[config.mk]
export PLATFORM = sky130hd
export DESIGN_NAME = snoop_responder
export DESIGN_NICKNAME = d
export VERILOG_FILES = /design/src/rtl/snoop_pkg.sv /design/src/rtl/msi_tag_table.sv /design/src/rtl/snoop_responder.sv
export SDC_FILE = /design/constraint.sdc
export NUM_CORES = 1
export LEC_CHECK = 0
export CAP_MARGIN = 20
export CORE_UTILIZATION = 41
export DETAILED_ROUTE_END_ITERATION = 8
export GPL_ROUTABILITY_DRIVEN = 0
export GPL_TIMING_DRIVEN = 0
export PLACE_DENSITY = 0.76
export SETUP_SLACK_MARGIN = 0.05
export SLEW_MARGIN = 0
export SYNTH_ARGS = -nofsm -noshare
export SYNTH_HDL_FRONTEND = slang
export SYNTH_SLANG_ARGS = --single-unit
[constraint.sdc]
create_clock -name Clock -period 2.5 [get_ports Clock]
set_input_delay 0.25 -clock Clock [delete_from_list [all_inputs] [get_ports Clock]]
set_output_delay 0.25 -clock Clock [all_outputs]
set_load 0.1 [all_outputs]
[src/rtl/snoop_pkg.sv]
// Shared definitions for the snoop responder.
// Bus op codes, MSI line-state codes, the responder FSM state type and the
// bit positions of the op/addr/data fields inside a 22-bit CDB word.
package snoop_pkg;

    localparam int CDB_W        = 22;
    localparam int CDB_OP_LSB   = 20;
    localparam int CDB_ADDR_LSB = 16;
    localparam int CDB_DATA_LSB = 0;

    typedef enum logic [1:0] {
        OP_IDLE   = 2'b00,
        OP_BUSRD  = 2'b01,
        OP_BUSRDX = 2'b10,
        OP_FLUSH  = 2'b11
    } bus_op_e;

    // MSI_RSVD is storable but never counts as a valid copy.
    typedef enum logic [1:0] {
        MSI_I    = 2'b00,
        MSI_S    = 2'b01,
        MSI_M    = 2'b10,
        MSI_RSVD = 2'b11
    } msi_e;

    typedef enum logic [2:0] {
        ST_IDLE,
        ST_LOOKUP,
        ST_READ_L1,
        ST_FLUSH,
        ST_UPDATE
    } snoop_state_e;

    function automatic logic is_snoop_op(input logic [1:0] op);
        return (op == OP_BUSRD) || (op == OP_BUSRDX);
    endfunction

endpackage

[src/rtl/msi_tag_table.sv]
// Per-line tag and MSI state storage.
// Ports:
//   clk_sys, rst                      clock, async active-high reset
//   snp_we/snp_index/snp_state        snoop write port (state only, wins on same index)
//   loc_we/loc_index/loc_tag/loc_state  core write port (tag and state)
//   lookup_index -> lookup_state/tag  combinational read for the snoop FSM
//   core_index   -> core_state/tag    combinational read for the core
module msi_tag_table #(
    parameter int NLINES = 4,
    parameter int IW     = 2,
    parameter int TW     = 2
) (
    input  logic          clk_sys,
    input  logic          rst,
    input  logic          snp_we,
    input  logic [IW-1:0] snp_index,
    input  logic [1:0]    snp_state,
    input  logic          loc_we,
    input  logic [IW-1:0] loc_index,
    input  logic [TW-1:0] loc_tag,
    input  logic [1:0]    loc_state,
    input  logic [IW-1:0] lookup_index,
    output logic [1:0]    lookup_state,
    output logic [TW-1:0] lookup_tag,
    input  logic [IW-1:0] core_index,
    output logic [1:0]    core_state,
    output logic [TW-1:0] core_tag
);

    logic [1:0]    state_q [NLINES];
    logic [TW-1:0] tag_q   [NLINES];

    always_ff @(posedge clk_sys or posedge rst) begin
        if (rst) begin
            for (int i = 0; i < NLINES; i++) begin
                state_q[i] <= 2'b00;
                tag_q[i]   <= '0;
            end
        end else begin
            if (loc_we && !(snp_we && (snp_index == loc_index))) begin
                state_q[loc_index] <= loc_state;
                tag_q[loc_index]   <= loc_tag;
            end
            if (snp_we) begin
                state_q[snp_index] <= snp_state;
            end
        end
    end

    assign lookup_state = state_q[lookup_index];
    assign lookup_tag   = tag_q[lookup_index];
    assign core_state   = state_q[core_index];
    assign core_tag     = tag_q[core_index];

endmodule

[src/rtl/snoop_responder.sv]
// MSI snoop responder: watches foreign BusRd/BusRdX cycles on the CDB,
// looks the line up in the local tag table, signals sharing, flushes
// modified data over the CDB through the arbiter, and downgrades or
// invalidates the line. The core writes line state through a side port.
// Ports:
//   Clock, Reset                       clock, async active-high reset
//   CDB_Valid, CDB, Bus_Own            observed bus cycle
//   Flush_Req, Flush_Gnt, Flush_Bus    flush request/grant and flush word
//   Snoop_Shared                       one-cycle "held in S" pulse
//   L1_Re, L1_Addr, L1_Data            read of local L1 data for a flush
//   Loc_We, Loc_Index, Loc_Tag, Loc_State, Loc_Ack   core-side state write
//   Rd_Index, Rd_State, Rd_Tag         core-side combinational lookup
//   Busy, Overrun                      FSM busy, sticky dropped-snoop flag
//
// state      | meaning
// IDLE       | waiting for a foreign BusRd/BusRdX
// LOOKUP     | compare captured tag against the table (one cycle)
// READ_L1    | L1_Re high for the captured index
// FLUSH      | Flush_Req high with the flush word until granted
// UPDATE     | write the downgraded/invalidated state, back to IDLE
module snoop_responder
    import snoop_pkg::*;
#(
    parameter int NLINES = 4,
    parameter int AW     = 4,
    parameter int DW     = 16
) (
    input  logic                          Clock,
    input  logic                          Reset,
    input  logic                          CDB_Valid,
    input  logic [CDB_W-1:0]              CDB,
    input  logic                          Bus_Own,
    output logic                          Flush_Req,
    input  logic                          Flush_Gnt,
    output logic [CDB_W-1:0]              Flush_Bus,
    output logic                          Snoop_Shared,
    output logic                          L1_Re,
    output logic [$clog2(NLINES)-1:0]     L1_Addr,
    input  logic [DW-1:0]                 L1_Data,
    input  logic                          Loc_We,
    input  logic [$clog2(NLINES)-1:0]     Loc_Index,
    input  logic [AW-$clog2(NLINES)-1:0]  Loc_Tag,
    input  logic [1:0]                    Loc_State,
    output logic                          Loc_Ack,
    input  logic [$clog2(NLINES)-1:0]     Rd_Index,
    output logic [1:0]                    Rd_State,
    output logic [AW-$clog2(NLINES)-1:0]  Rd_Tag,
    output logic                          Busy,
    output logic                          Overrun
);

    localparam int IW = $clog2(NLINES);
    localparam int TW = AW - IW;

    snoop_state_e  state;
    logic [1:0]    cap_op;
    logic [AW-1:0] cap_addr;
    logic [IW-1:0] cap_index;
    logic [TW-1:0] cap_tag;

    logic [1:0]    cdb_op;
    logic [AW-1:0] cdb_addr;
    logic          unused_cdb_data;
    logic          foreign_snoop;

    logic [1:0]    lk_state;
    logic [TW-1:0] lk_tag;
    logic          lookup_hit;

    logic          snp_we;
    logic [1:0]    snp_state;
    logic          loc_blocked;

    assign cdb_op          = CDB[CDB_OP_LSB +: 2];
    assign cdb_addr        = CDB[CDB_ADDR_LSB +: AW];
    assign unused_cdb_data = ^CDB[CDB_DATA_LSB +: DW];
    assign foreign_snoop   = CDB_Valid && !Bus_Own && is_snoop_op(cdb_op);

    assign cap_index = cap_addr[IW-1:0];
    assign cap_tag   = cap_addr[AW-1:IW];

    // Reserved state 11 is never a hit.
    assign lookup_hit = ((lk_state == MSI_S) || (lk_state == MSI_M)) && (lk_tag == cap_tag);

    // UPDATE is only reached by BusRd from M (-> S) or by BusRdX (-> I).
    assign snp_we    = (state == ST_UPDATE);
    assign snp_state = (cap_op == OP_BUSRD) ? MSI_S : MSI_I;

    assign Busy = (state != ST_IDLE);

    // The core must not touch the line being snooped, and UPDATE belongs to the snoop.
    assign loc_blocked = (state == ST_UPDATE) || (Busy && (Loc_Index == cap_index));
    assign Loc_Ack     = Loc_We && !Reset && !loc_blocked;

    msi_tag_table #(
        .NLINES (NLINES),
        .IW     (IW),
        .TW     (TW)
    ) u_table (
        .clk_sys      (Clock),
        .rst          (Reset),
        .snp_we       (snp_we),
        .snp_index    (cap_index),
        .snp_state    (snp_state),
        .loc_we       (Loc_Ack),
        .loc_index    (Loc_Index),
        .loc_tag      (Loc_Tag),
        .loc_state    (Loc_State),
        .lookup_index (cap_index),
        .lookup_state (lk_state),
        .lookup_tag   (lk_tag),
        .core_index   (Rd_Index),
        .core_state   (Rd_State),
        .core_tag     (Rd_Tag)
    );

    always_ff @(posedge Clock or posedge Reset) begin
        if (Reset) begin
            state        <= ST_IDLE;
            cap_op       <= OP_IDLE;
            cap_addr     <= '0;
            Flush_Req    <= 1'b0;
            Flush_Bus    <= '0;
            Snoop_Shared <= 1'b0;
            L1_Re        <= 1'b0;
            L1_Addr      <= '0;
            Overrun      <= 1'b0;
        end else begin
            Snoop_Shared <= 1'b0;
            L1_Re        <= 1'b0;
            if ((state != ST_IDLE) && foreign_snoop) begin
                Overrun <= 1'b1;
            end
            case (state)
                ST_IDLE: begin
                    if (foreign_snoop) begin
                        cap_op   <= cdb_op;
                        cap_addr <= cdb_addr;
                        state    <= ST_LOOKUP;
                    end
                end
                ST_LOOKUP: begin
                    if (!lookup_hit) begin
                        state <= ST_IDLE;
                    end else if (lk_state == MSI_M) begin
                        L1_Re   <= 1'b1;
                        L1_Addr <= cap_index;
                        state   <= ST_READ_L1;
                    end else if (cap_op == OP_BUSRD) begin
                        Snoop_Shared <= 1'b1;
                        state        <= ST_IDLE;
                    end else begin
                        state <= ST_UPDATE;
                    end
                end
                ST_READ_L1: begin
                    // L1_Data is valid on the edge that closes the L1_Re cycle.
                    Flush_Req <= 1'b1;
                    Flush_Bus <= {OP_FLUSH, cap_addr, L1_Data};
                    state     <= ST_FLUSH;
                end
                ST_FLUSH: begin
                    if (Flush_Gnt) begin
                        Flush_Req <= 1'b0;
                        state     <= ST_UPDATE;
                    end
                end
                ST_UPDATE: begin
                    state <= ST_IDLE;
                end
                default: begin
                    state <= ST_IDLE;
                end
            endcase
        end
    end

endmodule

==> results.yml <==
outcome:
  status: "finished clean"
critical_path:
  crit-reg2reg-launch: "cap_addr[1]"
  path_cells: "clkdlybuf4s50_1 -> mux4_2 -> dlygate4sd2_1"
  rr_worst_depth: 6
  arrival_ns: 2.06
  cp_max_fo: 4
  critical_path_class: "in -> out"
  max_stage_delay_ns: 0.85
  cp.buffers_inverters: 2
  crit_required_ns: 2.25
  critPathLaunchType: "primary input"
  r2r_end: "L1_Addr[0]"
  rrSetupSlack_ns: 0.20
  crit_family: "buffers and inverters"
  cpMaxStageDelayCell: "dlygate4sd2_1"
  critPathCaptureType: "output pin"
  crit_start: "Rd_Index[0]"
  endpoint: "Rd_Tag[1]"
  cp.depth: 3
timing:
  setup_tns_ns: 0
  clock.fmax_mhz: 432.5
  worst_slew_pin_slew_ns: 1.011
  maxSlewHeadroom: 0.3237
  rsz0062_at_grt: "no"
  setup_viol: 0
  slew_violations: 0
  finalHoldViolCount: 0
  clock_skew_ns: 0.01074
  period_minus_slack_ns: 2.312
  fin_crit_sh: 0.9248
floorplanning:
  row_count: 27
  io_pins: 86
  coreArea_um2: 5642
  die-height_um: 79.58
  die_w_um: 79.58
  initial_core_util: 0.4373
  die_area_um2: 6332
grt:
  grt_antenna_before_repair: 0
  grt_pass1_vias: 1711
  track_usage: 0.1830
  grt_pass1_wl_mm: 8.652
  grt_overflow: 0
  grt_max_degree: 28
clock_tree:
  cts_buffer_depth: 2
  clockRootBuffer: "clkbuf_8"
  cts_tree: "yes"
  insertion_delay_ns: 0.31
  cts_buffers: 5
  cts.clk_slew.worst_paths_ns: 0.10
  htree_levels: 2
  cts_sinks: 52
yosys:
  syn-num-nets: 244
  synth.area.top_cells: "dfrtp_1 53%, mux2_2 16%, mux4_2 7.3%"
  syn_area_per_cell_um2: 12.92
  synth_area_um2: 2467
  ys_seq_elements: 52
  synthFlopType: "dfrtp_1"
  async_flop_share: 1.000
  syn_inst: 191
  yosysWarnings: 0
  yosys.area.top_type: "dfrtp_1"
  synth_top_area_frac: 0.5274
  synth-seq-area-share: 0.5274
  synth_cell_types: 37
  synth_edf_count: 0
flow_run:
  maxCapViolCount: 0
final_layout:
  final_common_cell: "clkdlybuf4s50_1"
  fin_nets: 320
  num_antenna_cells: 0
  final_cell_mix: "61 x clkdlybuf4s50_1, 52 x dfrtp_1, 35 x mux2_2"
  layout-drive-gt1-share: 0.2687
  area_delta_synth_final_pct: 35.85
place:
  port_buffers: 67
  hpwl_mm: 4.036
hold_path:
  min_path_type: "in -> async"
detailed_routing:
  routed_via_density: 5.132
  routed_wl_mm: 5.223
  postRouteAntennaNets: 0
  via_count: 1745
  drc: 0
  wire_per_inst_um: 15.36
  drt_pass1_iterations: 4
  drtIter0Drc: 107
## metrics by stage
stage	instances	hold WS [ns]	worst slack, ns	cell area [um^2]	util
final	340	0.3427	0.1881	3352	0.5941
after detailed placement	331	0.4535	-0.1846	3248	0.5757
after global routing	340	0.3803	0.06896	3352	0.5941
after floorplan	191	0.3398	0.09351	2467	-
after global placement	330	0.4441	-0.1861	3228	0.5722
after CTS	339	0.3549	0.02173	3339	0.5919
## per-layer routing
metal	track usage	share of wire	wire length, um
met5	0	0	0
met4	0.07818	0.022	114
met3	0.03314	0.041	214
met2	0.2846	0.51	2661
met1	0.2508	0.43	2232
## final cells by class
cell class / instances / area [um^2]
clock buffer: 5 / 68.82
sequential: 52 / 1301
buffer: 10 / 58.81
fill: 471 / 2290
inverter: 5 / 18.77
multi-input combinational: 124 / 1109
tap: 72 / 90.09
clock inverter: 3 / 18.77
timing repair buffer: 69 / 686.9
## repair_timing
item | 4_1_cts | 5_1_grt
gates resized for setup | 9 | 3
endpoints found under the setup margin | 9 | 3
endpoints found under the hold margin | 0 | 0
hold buffers | 0 | 0
pin swaps | 0 | 1
setup buffers | 0 | 1
## flip-flops by register name (all words and copies together), names as in the netlist
register         cells
cap_addr             4
u_table.tag_q        8
state                3
Flush_Bus           21
Overrun              1
L1_Re                1
L1_Addr              2
u_table.state_q      8
Snoop_Shared         1
Flush_Req            1
cap_op               2
## cells in the mapped netlist, drive strengths merged (2+ instances only)
master / number
mux2: 35
and2: 2
nor2: 10
inv: 5
dfrtp: 52
nand2b: 4
a21boi: 4
nor3b: 2
o21ai: 8
xnor2: 3
or2: 2
nand3: 9
nand2: 8
nand3b: 2
nor2b: 6
or3: 2
buf: 8
mux4: 8
clkbuf: 2
a31oi: 4
xor2: 2
a21o: 2
## kinds of logic after synthesis
kind of cell,Yosys count,synth area share
flip-flops,52,0.5274
AND/OR/NAND/NOR,51,0.1146
multiplexers,44,0.2368
AO/OA/AOI/OAI,23,0.06288
buffers and inverters,15,0.02940
XOR/XNOR,5,0.02384
adder cells (fa/ha/maj),1,0.005070
## worst min-delay path by stage
| stage | depth (start not counted) | to | startpoint | slack, ns |
|---|---|---|---|---|
| detailed placement | 1 | Overrun | Overrun | 0.45 |
| global route | 2 | u_table.tag_q[7] | Reset | 0.38 |
| finish | 2 | u_table.tag_q[7] | Reset | 0.34 |
| global placement | 1 | Overrun | Overrun | 0.44 |
| CTS | 2 | u_table.tag_q[7] | Reset | 0.35 |
| floorplan | 1 | cap_op[1] | CDB[20] | 0.34 |
Power is not shown: default switching activity piles up to over one toggle a cycle in this logic, so the estimate is an artifact.
